File: src/rtl/branch_predictor.sv
// IF-stage branch predictor: 2-bit saturating BHT, direct-mapped BTB, and a 3-deep pipe that carries each prediction to EX/MEM.
// Optional BP_GSHARE_EN: XOR the BHT index with a non-speculative global history register.
module branch_predictor #(
    parameter int BHT_IDX_W = 6,
    parameter int BTB_IDX_W = 4,
    parameter int XLEN      = 32
) (
    input  logic            clk,
    input  logic            rst_n,
    input  logic [XLEN-1:0] if_pc,
    input  logic            stall,
    input  logic            clear,
    input  logic            upd_valid,
    input  logic [XLEN-1:0] upd_pc,
    input  logic            upd_taken,
    input  logic [XLEN-1:0] upd_target,
    output logic            pred_taken,
    output logic [XLEN-1:0] pred_next_pc,
    output logic            prediction_checkout_ex_mem
);

    localparam int BHT_N = 1 << BHT_IDX_W;
    localparam int BTB_N = 1 << BTB_IDX_W;
    localparam int TAG_W = XLEN - BTB_IDX_W - 2;

    typedef struct packed {
        logic                 pred;
        logic [BHT_IDX_W-1:0] bidx;
    } track_t;

    logic [1:0]           bht_q [BHT_N];
    logic [1:0]           bht_cnt_next;
    logic [BTB_N-1:0]     btb_valid_reg;
    logic [TAG_W-1:0]     btb_tag_reg [BTB_N];
    logic [XLEN-1:0]      btb_target_reg [BTB_N];
    track_t               ifid_reg, idex_reg, exmem_reg;

    logic [BHT_IDX_W-1:0] lookup_bidx;
    logic [BTB_IDX_W-1:0] lookup_tidx;
    logic [TAG_W-1:0]     lookup_tag;
    logic                 btb_hit;
    logic [BTB_IDX_W-1:0] upd_tidx;
    logic [TAG_W-1:0]     upd_tag;
    logic                 unused_upd_pc_lsbs;

    assign unused_upd_pc_lsbs = ^upd_pc[1:0];

`ifdef BP_GSHARE_EN
    logic [BHT_IDX_W-1:0] ghr_reg;

    // History advances only on resolved branches, never on fetch.
    always_ff @(posedge clk or negedge rst_n) begin
        if (!rst_n) begin
            ghr_reg <= '0;
        end else if (upd_valid) begin
            ghr_reg <= {ghr_reg[BHT_IDX_W-2:0], upd_taken};
        end
    end

    assign lookup_bidx = if_pc[BHT_IDX_W+1:2] ^ ghr_reg;
`else
    assign lookup_bidx = if_pc[BHT_IDX_W+1:2];
`endif

    assign lookup_tidx = if_pc[BTB_IDX_W+1:2];
    assign lookup_tag  = if_pc[XLEN-1:BTB_IDX_W+2];
    assign upd_tidx    = upd_pc[BTB_IDX_W+1:2];
    assign upd_tag     = upd_pc[XLEN-1:BTB_IDX_W+2];

    // Lookup reads the tables as they were before this cycle's update edge.
    assign btb_hit      = btb_valid_reg[lookup_tidx] && (btb_tag_reg[lookup_tidx] == lookup_tag);
    assign pred_taken   = bht_q[lookup_bidx][1] && btb_hit;
    assign pred_next_pc = pred_taken ? btb_target_reg[lookup_tidx] : if_pc + XLEN'(4);

    assign prediction_checkout_ex_mem = exmem_reg.pred;

    always_comb begin
        bht_cnt_next = bht_q[exmem_reg.bidx];
        if (upd_taken) begin
            if (bht_cnt_next != 2'b11) begin
                bht_cnt_next = bht_cnt_next + 2'b01;
            end
        end else if (bht_cnt_next != 2'b00) begin
            bht_cnt_next = bht_cnt_next - 2'b01;
        end
    end

    // Training uses the index carried down the pipe, so it matches what was looked up at fetch.
    for (genvar gi = 0; gi < BHT_N; gi++) begin : g_bht
        logic [1:0] cnt_reg;

        always_ff @(posedge clk or negedge rst_n) begin
            if (!rst_n) begin
                cnt_reg <= 2'b01;
            end else if (upd_valid && (exmem_reg.bidx == BHT_IDX_W'(gi))) begin
                cnt_reg <= bht_cnt_next;
            end
        end

        assign bht_q[gi] = cnt_reg;
    end

    always_ff @(posedge clk or negedge rst_n) begin
        if (!rst_n) begin
            btb_valid_reg <= '0;
        end else if (upd_valid && upd_taken) begin
            btb_valid_reg[upd_tidx] <= 1'b1;
        end
    end

    // Tag/target storage needs no reset: an entry is ignored until its valid bit is set.
    always_ff @(posedge clk) begin
        if (upd_valid && upd_taken) begin
            btb_tag_reg[upd_tidx]    <= upd_tag;
            btb_target_reg[upd_tidx] <= upd_target;
        end
    end

    always_ff @(posedge clk or negedge rst_n) begin
        if (!rst_n) begin
            ifid_reg  <= '0;
            idex_reg  <= '0;
            exmem_reg <= '0;
        end else if (clear) begin
            ifid_reg  <= '0;
            idex_reg  <= '0;
            exmem_reg <= '0;
        end else begin
            exmem_reg <= idex_reg;
            if (stall) begin
                idex_reg <= '0;
            end else begin
                idex_reg <= ifid_reg;
                ifid_reg <= '{pred: pred_taken, bidx: lookup_bidx};
            end
        end
    end

endmodule
File: config.mk
export PLATFORM = sky130hd
export DESIGN_NAME = branch_predictor
export DESIGN_NICKNAME = d
export VERILOG_FILES = /design/src/rtl/branch_predictor.sv
export SDC_FILE = /design/constraint.sdc
export NUM_CORES = 1
export LEC_CHECK = 0
export CELL_PAD_IN_SITES_DETAIL_PLACEMENT = 0
export CELL_PAD_IN_SITES_GLOBAL_PLACEMENT = 1
export CORE_ASPECT_RATIO = 0.6
export CORE_MARGIN = 3
export CORE_UTILIZATION = 54
export DETAILED_ROUTE_END_ITERATION = 12
export PLACE_DENSITY_LB_ADDON = 0.1
export SLEW_MARGIN = 40
export SYNTH_ARGS = -nofsm -noshare
export SYNTH_HDL_FRONTEND = slang
export SYNTH_SLANG_ARGS = --single-unit
File: constraint.sdc
create_clock -name clk -period 5.75 [get_ports clk]
set_clock_uncertainty 0.15 [all_clocks]
set_input_delay 1.15 -clock clk [delete_from_list [all_inputs] [get_ports clk]]
set_output_delay 1.15 -clock clk [all_outputs]
set_load 0.03 [all_outputs]
==> results.yml <==
clock_network:
  cts.sinks: 1093
  insertion_delay_ns: 0.69
  cts-hold-fix-buffers: 0
  cts_buffer_depth: 3
  cts_root_buf: "clkbuf_16"
  cts_made_buffers: 98
  htree_levels: 3
  clkTransAtPathRegs_ns: 0.07
  cts_tree: "done"
worst_setup_path:
  reg2reg_from: "exmem_reg[0]"
  cpPeakStageDelay_ns: 0.59
  r2r_slack_ns: 1.44
  path_max_fanout: 7
  cp_slowest_cell: "or4_4"
  end_kind: "output port"
  required_ns: 4.45
  setup.worst_path.start: "if_pc[2]"
  worstSetupStartpointType: "input pin"
  rr_worst_depth: 8
  critical_path.endpoint: "pred_next_pc[5]"
  cp_cell_sequence: "buf_16, buf_12, bufbuf_16, buf_4, mux2i_1, a22oi_2, a21o_1, o2111ai_1, or4_4, a211oi_4, and3b_2, buf_12, bufbuf_16, mux2_4, buf_6"
  arrival_ns: 4.53
  crit_type: "input pin to output port"
  reg2reg_to: "g_bht[62].cnt_reg[0]"
timing:
  whs_ns: 0.311
  relSlewSlack_pct: 44.4
  finalHoldViolCount: 0
  slew_viol_final: 0
  tns_ns: -0.914
  final-setup-viol-count: 18
  rsz0062_at_grt: "true"
  finalCritPeriodShare_pct: 101
  worst_pin_slew_ns: 0.827
  setup_ws_ns: -0.0827
  layout_min_cycle_time_ns: 5.83
  clock.fmax_ghz: 0.171
floorplan:
  rows: 81
  dieArea_um2: 86700
  die_height_um: 229
  fp.dieW_um: 378
  io_pins: 136
  core_area_um2: 81900
  initial_utilization_pct: 54.8
logic_synthesis:
  ys_warn_count: 0
  synth-edff-count: 928
  synth.net_count: 2283
  synth.avg_cell_area_um2: 20.6
  synth-seq-cells: 1093
  async_reset_ff_share_pct: 15.1
  synth_top_area_share_pct: 62.1
  synth_ff_type: "edfxtp_1"
  netlist_area_um2: 44900
  synth_area_leaders: "edfxtp_1 62%, mux4_2 16%, dfrtp_1 5.6%, dfstp_2 3.7%, mux2_2 3.4%"
  synthDistinctLibCells: 65
  syn_inst: 2180
  synth-seq-area-share_pct: 71.5
  synth_largest_area_cell: "edfxtp_1"
drt:
  drt-total-wl_um: 115000
  drt-pass1-iter-count: 6
  viasPerCell: 6.31
  vias: 23300
  drt_first_iter_violations: 2743
  drc: 0
  wire_per_inst_um: 31.1
  drtAntennaViolNets: 0
place:
  gp_congestion: 0.854
  dp_hpwl_um: 69400
  dpl-instance-area_um2: 49100
  dp_slack_ns: -0.517
  port_buffers: 133
global_routing:
  grt_pass1_vias: 23300
  grt.overflow.total: 0
  grt_pass1_wl_um: 166000
  antenna_found_initial: 4
  grt.total_usage_pct: 26.9
  grt_max_degree: 84
cells_and_area:
  area_growth_pct: 18.5
  drive_gt1_share_pct: 39.9
  final_nets: 2627
  fillers: 5527
  largest_reg_flops: 512
  design_area_um2: 53200
worst_hold_path:
  hold_start: "idex_reg[5]"
  hold_path_class: "register to register"
power_and_ir_drop:
  p_per_area_nw_per_um2: 315
  peakVddDrop_uv: 272
  leakage_uw: 0.0182
  p_total_uw: 16700
run_status:
  violations: "negative setup slack"
  outcome: "complete, but fails checks"
flow_run:
  drv_cap: 0
-- routing by layer --
layer / part of all wire (%) / global-route usage [%] / vias to the layer above
met3: 8.9 / 6.46 / 144
met2: 45 / 38.6 / 1039
met5: 0.024 / 0 / -
met1: 44 / 42.5 / 12500
li1: - / - / 9623
met4: 1.9 / 5.62 / 4
-- through the flow --
step	std cells	util, %
3_5_place_dp	3465	60.0
2_1_floorplan	2180	-
3_3_place_gp	3459	59.8
5_1_grt	3684	64.9
6_report	3684	64.9
4_1_cts	3662	64.4
-- area by class of cell --
type	instances	area, um2	area share (%)
inverter	15	58.8	0.111
clock buffer	122	2620	4.92
clock inverter	58	574	1.08
antenna	1	2.50	0.00471
timing repair buffer	371	4110	7.73
multi-input combinational	945	12400	23.3
sequential	1093	32100	60.3
tap	1079	1350	2.54
-- cell families (layout without fill, tap and decap cells) --
kind of cell    Yosys count  after routing  share of synthesized area, %
xor+xnor                 55             55                          1.07
compound gates           75             75                          1.25
fa+ha+maj                 3              3                        0.0725
other cells               0              1                             0
mux                     540            540                          21.6
simple gates            272            272                          2.92
buf+inv                 142            566                          1.60
flops                  1093           1093                          71.5
-- cell usage after synthesis, types with 12 or more instances --
cell      count
edfxtp_1    928
mux4_2      312
mux2_2      134
dfrtp_1     101
nand2_1      85
clkbuf_1     65
nor2_1       65
dfstp_2      64
mux2i_1      62
xnor2_1      37
mux2_4       28
buf_2        27
nand3_1      25
or2_2        22
xor2_1       18
buf_1        15
inv_1        14
nor3_1       12
-- placed cells by master (no fill, tap or decap), drive strengths merged, types with 12 or more instances in the layout --
master         Yosys  routed
clkinv             1      44
inv               14      19
or2               22      22
mux2             162     162
nor3              12      12
nand2             85      85
dfrtp            101     101
nor2              65      65
clkdlybuf4s50      0      95
xnor2             37      37
mux4             316     316
mux2i             62      62
buf               62     269
nand3             25      25
edfxtp           928     928
clkbuf            65     126
dfstp             64      64
xor2              18      18
-- worst max-delay path, delay by kind of cell --
family / cells / cell delay [ns]
buffers and inverters: 7 / 1.30
AND/OR/NAND/NOR: 2 / 0.86
multiplexers: 2 / 0.42
AO/OA/AOI/OAI: 4 / 0.77
-- where the power goes --
| group | switching [uW] | internal [uW] |
|---|---|---|
| Clock | 2950 | 3580 |
| Combinational | 776 | 630 |
| Sequential | 55.3 | 8760 |
-- timing repair --
action / 4_1_cts / 5_1_grt
resized for setup: 81 / 46
endpoints found under the setup margin: 33 / 32
buffers inserted: 11 / 18
gates cloned: 6 / 2
pin swaps: 5 / 14
-- worst min path at each step --
stage	end	slack, ns	cells after the start
2_1_floorplan	btb_valid_reg[10]	0.28	1
3_3_place_gp	btb_valid_reg[10]	0.30	1
3_5_place_dp	btb_valid_reg[7]	0.30	1
4_1_cts	exmem_reg[5]	0.32	1
5_1_grt	btb_valid_reg[13]	0.33	1
6_report	exmem_reg[5]	0.31	1
Power figures use the tool's default switching activity.
